## src/rtl/keypad_pkg.sv

```systemverilog
// Shared types and helpers for the 4x4 keypad scanner: FSM states, matrix
// geometry and the one-hot-low column decoder.
package keypad_pkg;

    localparam int NUM_ROWS = 4;
    localparam int NUM_COLS = 4;
    localparam int CODE_W   = 4;

    typedef enum logic [1:0] {
        SCAN     = 2'd0,
        DEBOUNCE = 2'd1,
        HELD     = 2'd2
    } state_t;

    typedef struct packed {
        logic       one_hot;
        logic [1:0] idx;
    } col_dec_t;

    // Only a single low column is a real key; anything else is a ghost/multi-key.
    function automatic col_dec_t decode_cols(input logic [NUM_COLS-1:0] pat);
        col_dec_t d;
        d = '0;
        case (pat)
            4'b1110: d = '{one_hot: 1'b1, idx: 2'd0};
            4'b1101: d = '{one_hot: 1'b1, idx: 2'd1};
            4'b1011: d = '{one_hot: 1'b1, idx: 2'd2};
            4'b0111: d = '{one_hot: 1'b1, idx: 2'd3};
            default: d = '0;
        endcase
        return d;
    endfunction

endpackage

```

## src/rtl/keypad_sync.sv

```systemverilog
// Two-flop synchronizer for asynchronous inputs; resets to all-ones so an
// active-low bus reads as idle.
module keypad_sync #(
    parameter int WIDTH = 4
) (
    input  logic             clk,
    input  logic             rst,
    input  logic [WIDTH-1:0] d,
    output logic [WIDTH-1:0] q
);

    logic [WIDTH-1:0] meta;

    always_ff @(posedge clk) begin
        if (rst) begin
            meta <= '1;
            q    <= '1;
        end else begin
            meta <= d;
            q    <= meta;
        end
    end

endmodule

```

## src/rtl/keypad_scanner.sv

```systemverilog
// 4x4 matrix keypad scanner with debounce and one pulse per press.
// Optional KEYPAD_ACCUM_EN builds a 32-bit hex-digit shift accumulator.
//
// state    | meaning
// ---------+-----------------------------------------------------------
// SCAN     | drive one row per SCAN_DIV cycles, look for any low column
// DEBOUNCE | row frozen, column pattern must stay stable DEBOUNCE_CNT cycles
// HELD     | key (or ghost) accepted, wait for DEBOUNCE_CNT idle cycles
import keypad_pkg::*;

module keypad_scanner #(
    parameter int SCAN_DIV     = 4,
    parameter int DEBOUNCE_CNT = 8
) (
    input  logic                clk,
    input  logic                rst,
    input  logic [NUM_COLS-1:0] col_in,
    output logic [NUM_ROWS-1:0] row_out,
    output logic                key_valid,
    output logic [CODE_W-1:0]   key_code,
    output logic                key_held,
    output logic [31:0]         accum
);

    localparam int SLOT_W = (SCAN_DIV > 1) ? $clog2(SCAN_DIV) : 1;
    localparam int DEB_W  = (DEBOUNCE_CNT > 1) ? $clog2(DEBOUNCE_CNT) : 1;
    localparam logic [SLOT_W-1:0] SLOT_LAST = SLOT_W'(SCAN_DIV - 1);
    localparam logic [DEB_W-1:0]  DEB_LAST  = DEB_W'(DEBOUNCE_CNT - 1);

    logic [NUM_COLS-1:0] col_s;
    state_t              state_q, state_d;
    logic [1:0]          row_q, row_d;
    logic [SLOT_W-1:0]   slot_q, slot_d;
    logic [DEB_W-1:0]    cnt_q, cnt_d;
    logic [NUM_COLS-1:0] pat_q, pat_d;
    logic [CODE_W-1:0]   code_q, code_d;
    logic                held_q, held_d;
    logic                valid_q, valid_d;
    col_dec_t            dec;

    keypad_sync #(.WIDTH(NUM_COLS)) u_col_sync (
        .clk (clk),
        .rst (rst),
        .d   (col_in),
        .q   (col_s)
    );

    always_ff @(posedge clk) begin
        if (rst) begin
            state_q <= SCAN;
            row_q   <= '0;
            slot_q  <= '0;
            cnt_q   <= '0;
            pat_q   <= '1;
            code_q  <= '0;
            held_q  <= 1'b0;
            valid_q <= 1'b0;
        end else begin
            state_q <= state_d;
            row_q   <= row_d;
            slot_q  <= slot_d;
            cnt_q   <= cnt_d;
            pat_q   <= pat_d;
            code_q  <= code_d;
            held_q  <= held_d;
            valid_q <= valid_d;
        end
    end

    always_comb begin
        state_d = state_q;
        row_d   = row_q;
        slot_d  = slot_q;
        cnt_d   = cnt_q;
        pat_d   = pat_q;
        code_d  = code_q;
        held_d  = held_q;
        valid_d = 1'b0;
        dec     = decode_cols(pat_q);

        case (state_q)
            SCAN: begin
                if (slot_q == SLOT_LAST) begin
                    slot_d = '0;
                    if (col_s == '1) begin
                        row_d = row_q + 2'd1;
                    end else begin
                        pat_d   = col_s;
                        cnt_d   = '0;
                        state_d = DEBOUNCE;
                    end
                end else begin
                    slot_d = slot_q + SLOT_W'(1);
                end
            end
            DEBOUNCE: begin
                if (col_s != pat_q) begin
                    cnt_d   = '0;
                    slot_d  = '0;
                    state_d = SCAN;
                end else if (cnt_q == DEB_LAST) begin
                    cnt_d   = '0;
                    state_d = HELD;
                    // Ghost patterns park in HELD silently until released.
                    if (dec.one_hot) begin
                        code_d  = {row_q, dec.idx};
                        valid_d = 1'b1;
                        held_d  = 1'b1;
                    end
                end else begin
                    cnt_d = cnt_q + DEB_W'(1);
                end
            end
            HELD: begin
                if (col_s != '1) begin
                    cnt_d = '0;
                end else if (cnt_q == DEB_LAST) begin
                    cnt_d   = '0;
                    held_d  = 1'b0;
                    row_d   = row_q + 2'd1;
                    slot_d  = '0;
                    state_d = SCAN;
                end else begin
                    cnt_d = cnt_q + DEB_W'(1);
                end
            end
            default: begin
                state_d = SCAN;
            end
        endcase
    end

    assign row_out   = ~(4'b0001 << row_q);
    assign key_valid = valid_q;
    assign key_code  = code_q;
    assign key_held  = held_q;

`ifdef KEYPAD_ACCUM_EN
    logic [31:0] accum_q;

    always_ff @(posedge clk) begin
        if (rst) begin
            accum_q <= '0;
        end else if (valid_q) begin
            accum_q <= {accum_q[31-CODE_W:0], code_q};
        end
    end

    assign accum = accum_q;
`else
    assign accum = 32'h0;
`endif

endmodule

```

## config.mk

```make
export PLATFORM = sky130hd
export DESIGN_NAME = keypad_scanner
export DESIGN_NICKNAME = d
export VERILOG_FILES = /design/src/rtl/keypad_pkg.sv /design/src/rtl/keypad_sync.sv /design/src/rtl/keypad_scanner.sv
export SDC_FILE = /design/constraint.sdc
export NUM_CORES = 1
export LEC_CHECK = 0
export CORE_UTILIZATION = 48
export CTS_BUF_LIST = sky130_fd_sc_hd__clkbuf_2 sky130_fd_sc_hd__clkbuf_4 sky130_fd_sc_hd__clkbuf_8
export CTS_CLUSTER_DIAMETER = 30
export DETAILED_ROUTE_END_ITERATION = 16
export HOLD_SLACK_MARGIN = 0.08
export PLACE_DENSITY = 0.81
export SYNTH_ARGS = -nofsm -noshare
export SYNTH_HDL_FRONTEND = slang
export SYNTH_HIERARCHICAL = 1
export SYNTH_SLANG_ARGS = --single-unit
```

## constraint.sdc

```tcl
create_clock -name clk -period 2 [get_ports clk]
set_input_delay 0.4 -clock clk [delete_from_list [all_inputs] [get_ports clk]]
set_output_delay 0.4 -clock clk [all_outputs]
set_load 0.02 [all_outputs]
```

## Word-level counts from Yosys, hierarchy flattened

Cells that the tools add are included.

| storage, ports and cells | value |
|---|---|
| register bits after elaboration | 27 |
| output and inout bits | 42 |

| operators by class | value |
|---|---|
| add/subtract/negate cells | 3 |
| eq/ne operators | 21 |
| shifts and indexed selects | 1 |
| multiplexer cells | 29 |
| bitwise operators | 5 |
| reduce and logical (&&, ||, !) cells | 12 |

Operators by type and width:

| kind | count |
|---|---|
| 2-bit 2-to-1 mux | 12 |
| 2-bit inequality test (second input constant) | 9 |
| 4-bit equality test (second input constant) | 4 |
| 3-bit 2-to-1 mux | 5 |
| 2-bit case mux with 3 select lines | 2 |
| 3-bit case mux with 4 select lines | 1 |
| 5-bit AND reduction | 2 |
| 3-bit case mux with 3 select lines | 1 |
| 4-bit AND reduction | 2 |
| 1-bit 2-to-1 mux | 6 |
| 3-bit AND reduction | 2 |
| 6-bit AND reduction | 1 |
| 2-bit by 1-bit adder with 2-bit output (second input constant) | 2 |
| 2-bit equality test (second input constant) | 2 |
| 4-bit by 3-bit equality test with 1-bit output (second input constant) | 1 |
| 4-bit inequality test | 1 |
| 4-bit inequality test (second input constant) | 1 |
| 1-bit NOT | 4 |
| 4-bit NOT | 1 |
| 2-bit case mux with 2 select lines | 1 |
| 2-bit nonzero test | 2 |
| 4-bit OR reduction | 1 |
| 1-bit by 2-bit << shifter with 4-bit output (first input constant) | 1 |
| 3-bit by 1-bit adder with 3-bit output (second input constant) | 1 |
| 6 further kinds | 6 |

## Logic depth before layout (Yosys ltp)

| logic depth | value |
|---|---|
| word-level depth | 6 |
| gate-level depth with buffers | 7 |
| mapped depth without buffers | 7 |

## By module

Netlist, hierarchy kept.

By module, submodules not included:

| module | instances | cells an instance | area an instance (µm²) | seq. area each (µm²) |
|---|---|---|---|---|
| keypad_scanner | 1 | 167 | 1383.8 | 380.4 |
| keypad_sync | 1 | 16 | 210.2 | 160.2 |

## Least setup slack after synthesis

No wires, ideal clock.

| timing | value |
|---|---|
| kind | reg-to-reg |
| start point | reg state_q[1] |
| end point | reg state_q[0] |
| data arrival time | 1.689 ns |
| path slack | 0.239 ns |
| stages on the path, launching flop included | 8 |
| cell sequence | dfxtp_1 > inv_1 > ha_1 > o2111ai_2 > or4_1 > buf_2 > o21ai_2 > mux2i_1 |

| on the way | value |
|---|---|
| word-level cells in the longest chain between the ends | 3 |
| elaborated cells between the ends (all ways) | 10 |

Ends and longest elaborated chain:

| item | RTL line | source |
|---|---|---|
| start, declared | keypad_scanner.sv:31 | `state_t state_q, state_d;` |
| start signal, assigned | keypad_scanner.sv:59 | `state_q <= state_d;` |
| 2-bit by 1-bit equality test with 1-bit output (tied with other cells) | keypad_scanner.sv:81 | `case (state_q)` |
| 3-bit inequality test (no line) / 2-bit inequality test (equally long branches) | n/a |  |
| 5-bit AND reduction (no line) | n/a |  |

Several ways; a longest one is shown, not always the timed one.
A chain may end at the register's enable or synchronous reset.

## Final worst setup path

| timing | value |
|---|---|
| start point | reg row_q[0] |
| end point | out row_out[3] |

| on the way | value |
|---|---|
| word-level cells in the longest chain between the ends | 2 |

Ends and longest elaborated chain:

| item | RTL line | source |
|---|---|---|
| start, declared | keypad_scanner.sv:32 | `logic [1:0] row_q, row_d;` |
| start signal, assigned | keypad_scanner.sv:60 | `row_q <= row_d;` |
| 1-bit by 2-bit << shifter with 4-bit output | keypad_scanner.sv:133 | `assign row_out = ~(4'b0001 << row_q);` |
| 4-bit NOT | keypad_scanner.sv:133 |  |
| end, declared | keypad_scanner.sv:18 | `output logic [NUM_ROWS-1:0] row_out,` |

No other way between the ends.

==> metrics <==
Ports=48; count of cell types in the netlist=39; Buffers & Inverters on Critical Path=2; WS Path Type=register to output port; Syn Area/Cell=8.71 um2; Worst setup EP type=output port; flops & latches, synth=27; Final min period=~1.9 ns; I/O Buffers=15; initial antenna violation count=0; Rows=20; clk sinks=27; CTS tree=yes; leading cell type in the layout, fill and taps excluded=conb_1; # DRC=0; H-Tree Depth=1; FF+latch area=approximately 540 um2; Starting Density=0.514; crit path DAT=1.53 ns; Via density=around 4.7; asr flop ratio synth=0; Nets=approximately 220; pin count of the biggest net entering global routing=21; maxcap violations=0; fin crit share=0.965; status=completed; die width=between 50 and 60 um; Slowest-stage cell, CP=clkdlybuf4s50_1; worst vdd ir=0.519 mV; share of layout cells above drive strength 1=0.0758; core area=between 0.003 and 0.004 mm2; CP cell instances=ha_1, inv_1, clkdlybuf4s50_1; R2R cell count=6; f_max=between 500 and 600 MHz; CTS Buf Count=3; Final setup viols=0; post-route non-filler standard cell count=roughly 240; WL/cell=~10 um; EDFF count, synth=0; RSZ-0062 raised after global routing=no; Post-DP HPWL=1870 um; Iter 0 DRT Violations=14; Main synth FF type=dfxtp_1; Hold WC Path Type=register to register; worst skew pair latency=~0.32 ns; area leader, netlist=dfxtp_1; RR Endpoint=state_q[0]; final WL=about 2500 um; gr ovfl total=0; Gate Count Post-Synth=roughly 180; FILL cells=around 290; Startpoint Class=register; DR vias=1146; Worst Hold End=u_col_sync/q[0]; global-route wire length before repair=4280 um; required time worst endpoint=about 1.6 ns; delay-heaviest family, CP=buffers and inverters; slowest stage delay, CP=slightly below 0.6 ns; Die H=roughly 60 um; total track usage=0.158; Pwr Density=approximately 730 mW/mm2; Sum Neg Setup Slack=0 ns; leakage=~0.71 nW; Yosys warnings=6; antenna viol nets, final=0; HP Start=u_col_sync/meta[0]; CTS clk-pin slew, worst paths=~0.15 ns; top cell type's share of synthesized area=0.339; RR Startpoint=state_q[1]; Root Buffer=clkbuf_4; Synth Cell Area=about 0.0016 mm2; Hold Crit Depth=1; Die Footprint=between 0.003 and 0.004 mm2; diode count=0; sequential area share after synthesis=0.339; Syn-to-layout area delta=6.83%; reg2reg setup slack=roughly 0.10 ns; Final Max Slew Viols=0; clock skew=~0.0024 ns; Pre-antenna DRT Iters=4; Synth area leaders=dfxtp_1 34%, buf_4 15%, ha_1 9.4%; Hold Fails Final Rpt=0; Crit Path Max Fanout=5; clk buf depth=2; dpl cells=about 240; GPL Wtd Cong=just under 0.8; most frequent cells in the layout=32 x conb_1, 25 x dfxtp_1, 14 x inv_1, 12 x clkdlybuf4s50_1; Multi-input gate area=857 um2; number of global-route vias before repair=just over 1000
-- synth_stat cells (4+ instances only) --
cell type and instances:
dfxtp_1 27, o22ai_1 5, buf_4 32, inv_1 14
o21ai_0 11, a21oi_1 10, ha_1 12, nand3_1 6
nand2b_1 5, nand2_1 6, or2_1 8, nor2_1 4
-- routing by layer --
metal | GRT usage | wire length [um] | up-vias
met5 | 0 | 0 | -
met4 | 0.0498 | 44 | 0
met3 | 0.0415 | 87 | 6
met2 | 0.263 | 1200 | 31
met1 | 0.198 | 1170 | 521
li1 | - | - | 588
-- sequential cells by signal, summed over array words and instances (netlist names) --
register,flops
cnt_q,3
key_code,4
key_held,1
key_valid,1
pat_q,4
row_q,2
slot_q,2
state_q,2
u_col_sync/meta,4
u_col_sync/q,4
-- through the flow --
stage	hold slack (ns)	instance area [um2]	utilization	setup WS [ns]	total power [mW]
floorplan	0.383	1710	-	0.239	0.969
global placement	0.385	1670	0.538	0.115	1.01
detailed placement	0.388	1670	0.538	0.0303	1.02
CTS	0.423	1700	0.548	0.0691	1.25
global route	0.440	1700	0.549	0.0123	1.33
finish	0.421	1700	0.549	0.0705	1.25
-- cells by family after synthesis --
kind of cell	count (synthesis)	synth area share
compound gates	38	0.149
xor+xnor	4	0.0220
fa+ha+maj	12	0.0942
buf+inv	52	0.200
flops	27	0.339
mux	2	0.0126
other cells	1	0.00235
simple gates	47	0.181
-- power by group --
part / internal, mW / switching [mW]
Clock: 0.0765 / 0.163
Combinational: 0.149 / 0.235
Sequential: 0.584 / 0.0417
-- how the worst max path moves through the flow --
| stage | endpoint | slack [ns] | from | cells past startpoint |
|---|---|---|---|---|
| after global placement | state_q[0] | 0.11 | state_q[1] | 6 |
| after CTS | row_out[3] | 0.07 | row_q[0] | 3 |
| after global routing | state_q[0] | 0.01 | state_q[1] | 6 |
| final | row_out[3] | 0.07 | row_q[0] | 3 |
| after detailed placement | state_q[0] | 0.03 | state_q[1] | 6 |
| after floorplan | state_q[0] | 0.24 | state_q[1] | 7 |
-- cell type report --
| cell class | instances | share of cell area |
|---|---|---|
| Clock buffer | 3 | 0.0132 |
| Clock inverter | 1 | 0.00441 |
| Inverter | 15 | 0.0331 |
| Multi-Input combinational cell | 135 | 0.503 |
| Sequential cell | 27 | 0.319 |
| Tap cell | 44 | 0.0323 |
| Timing Repair Buffer | 17 | 0.0948 |
-- timing repair --
item / CTS / global route
buffers inserted: 0 / 0
hold buffers: 0 / 0
endpoints found under the setup margin: 4 / 1
gates resized for setup: 6 / 1
Note: power is estimated with default switching activity, not from simulation.
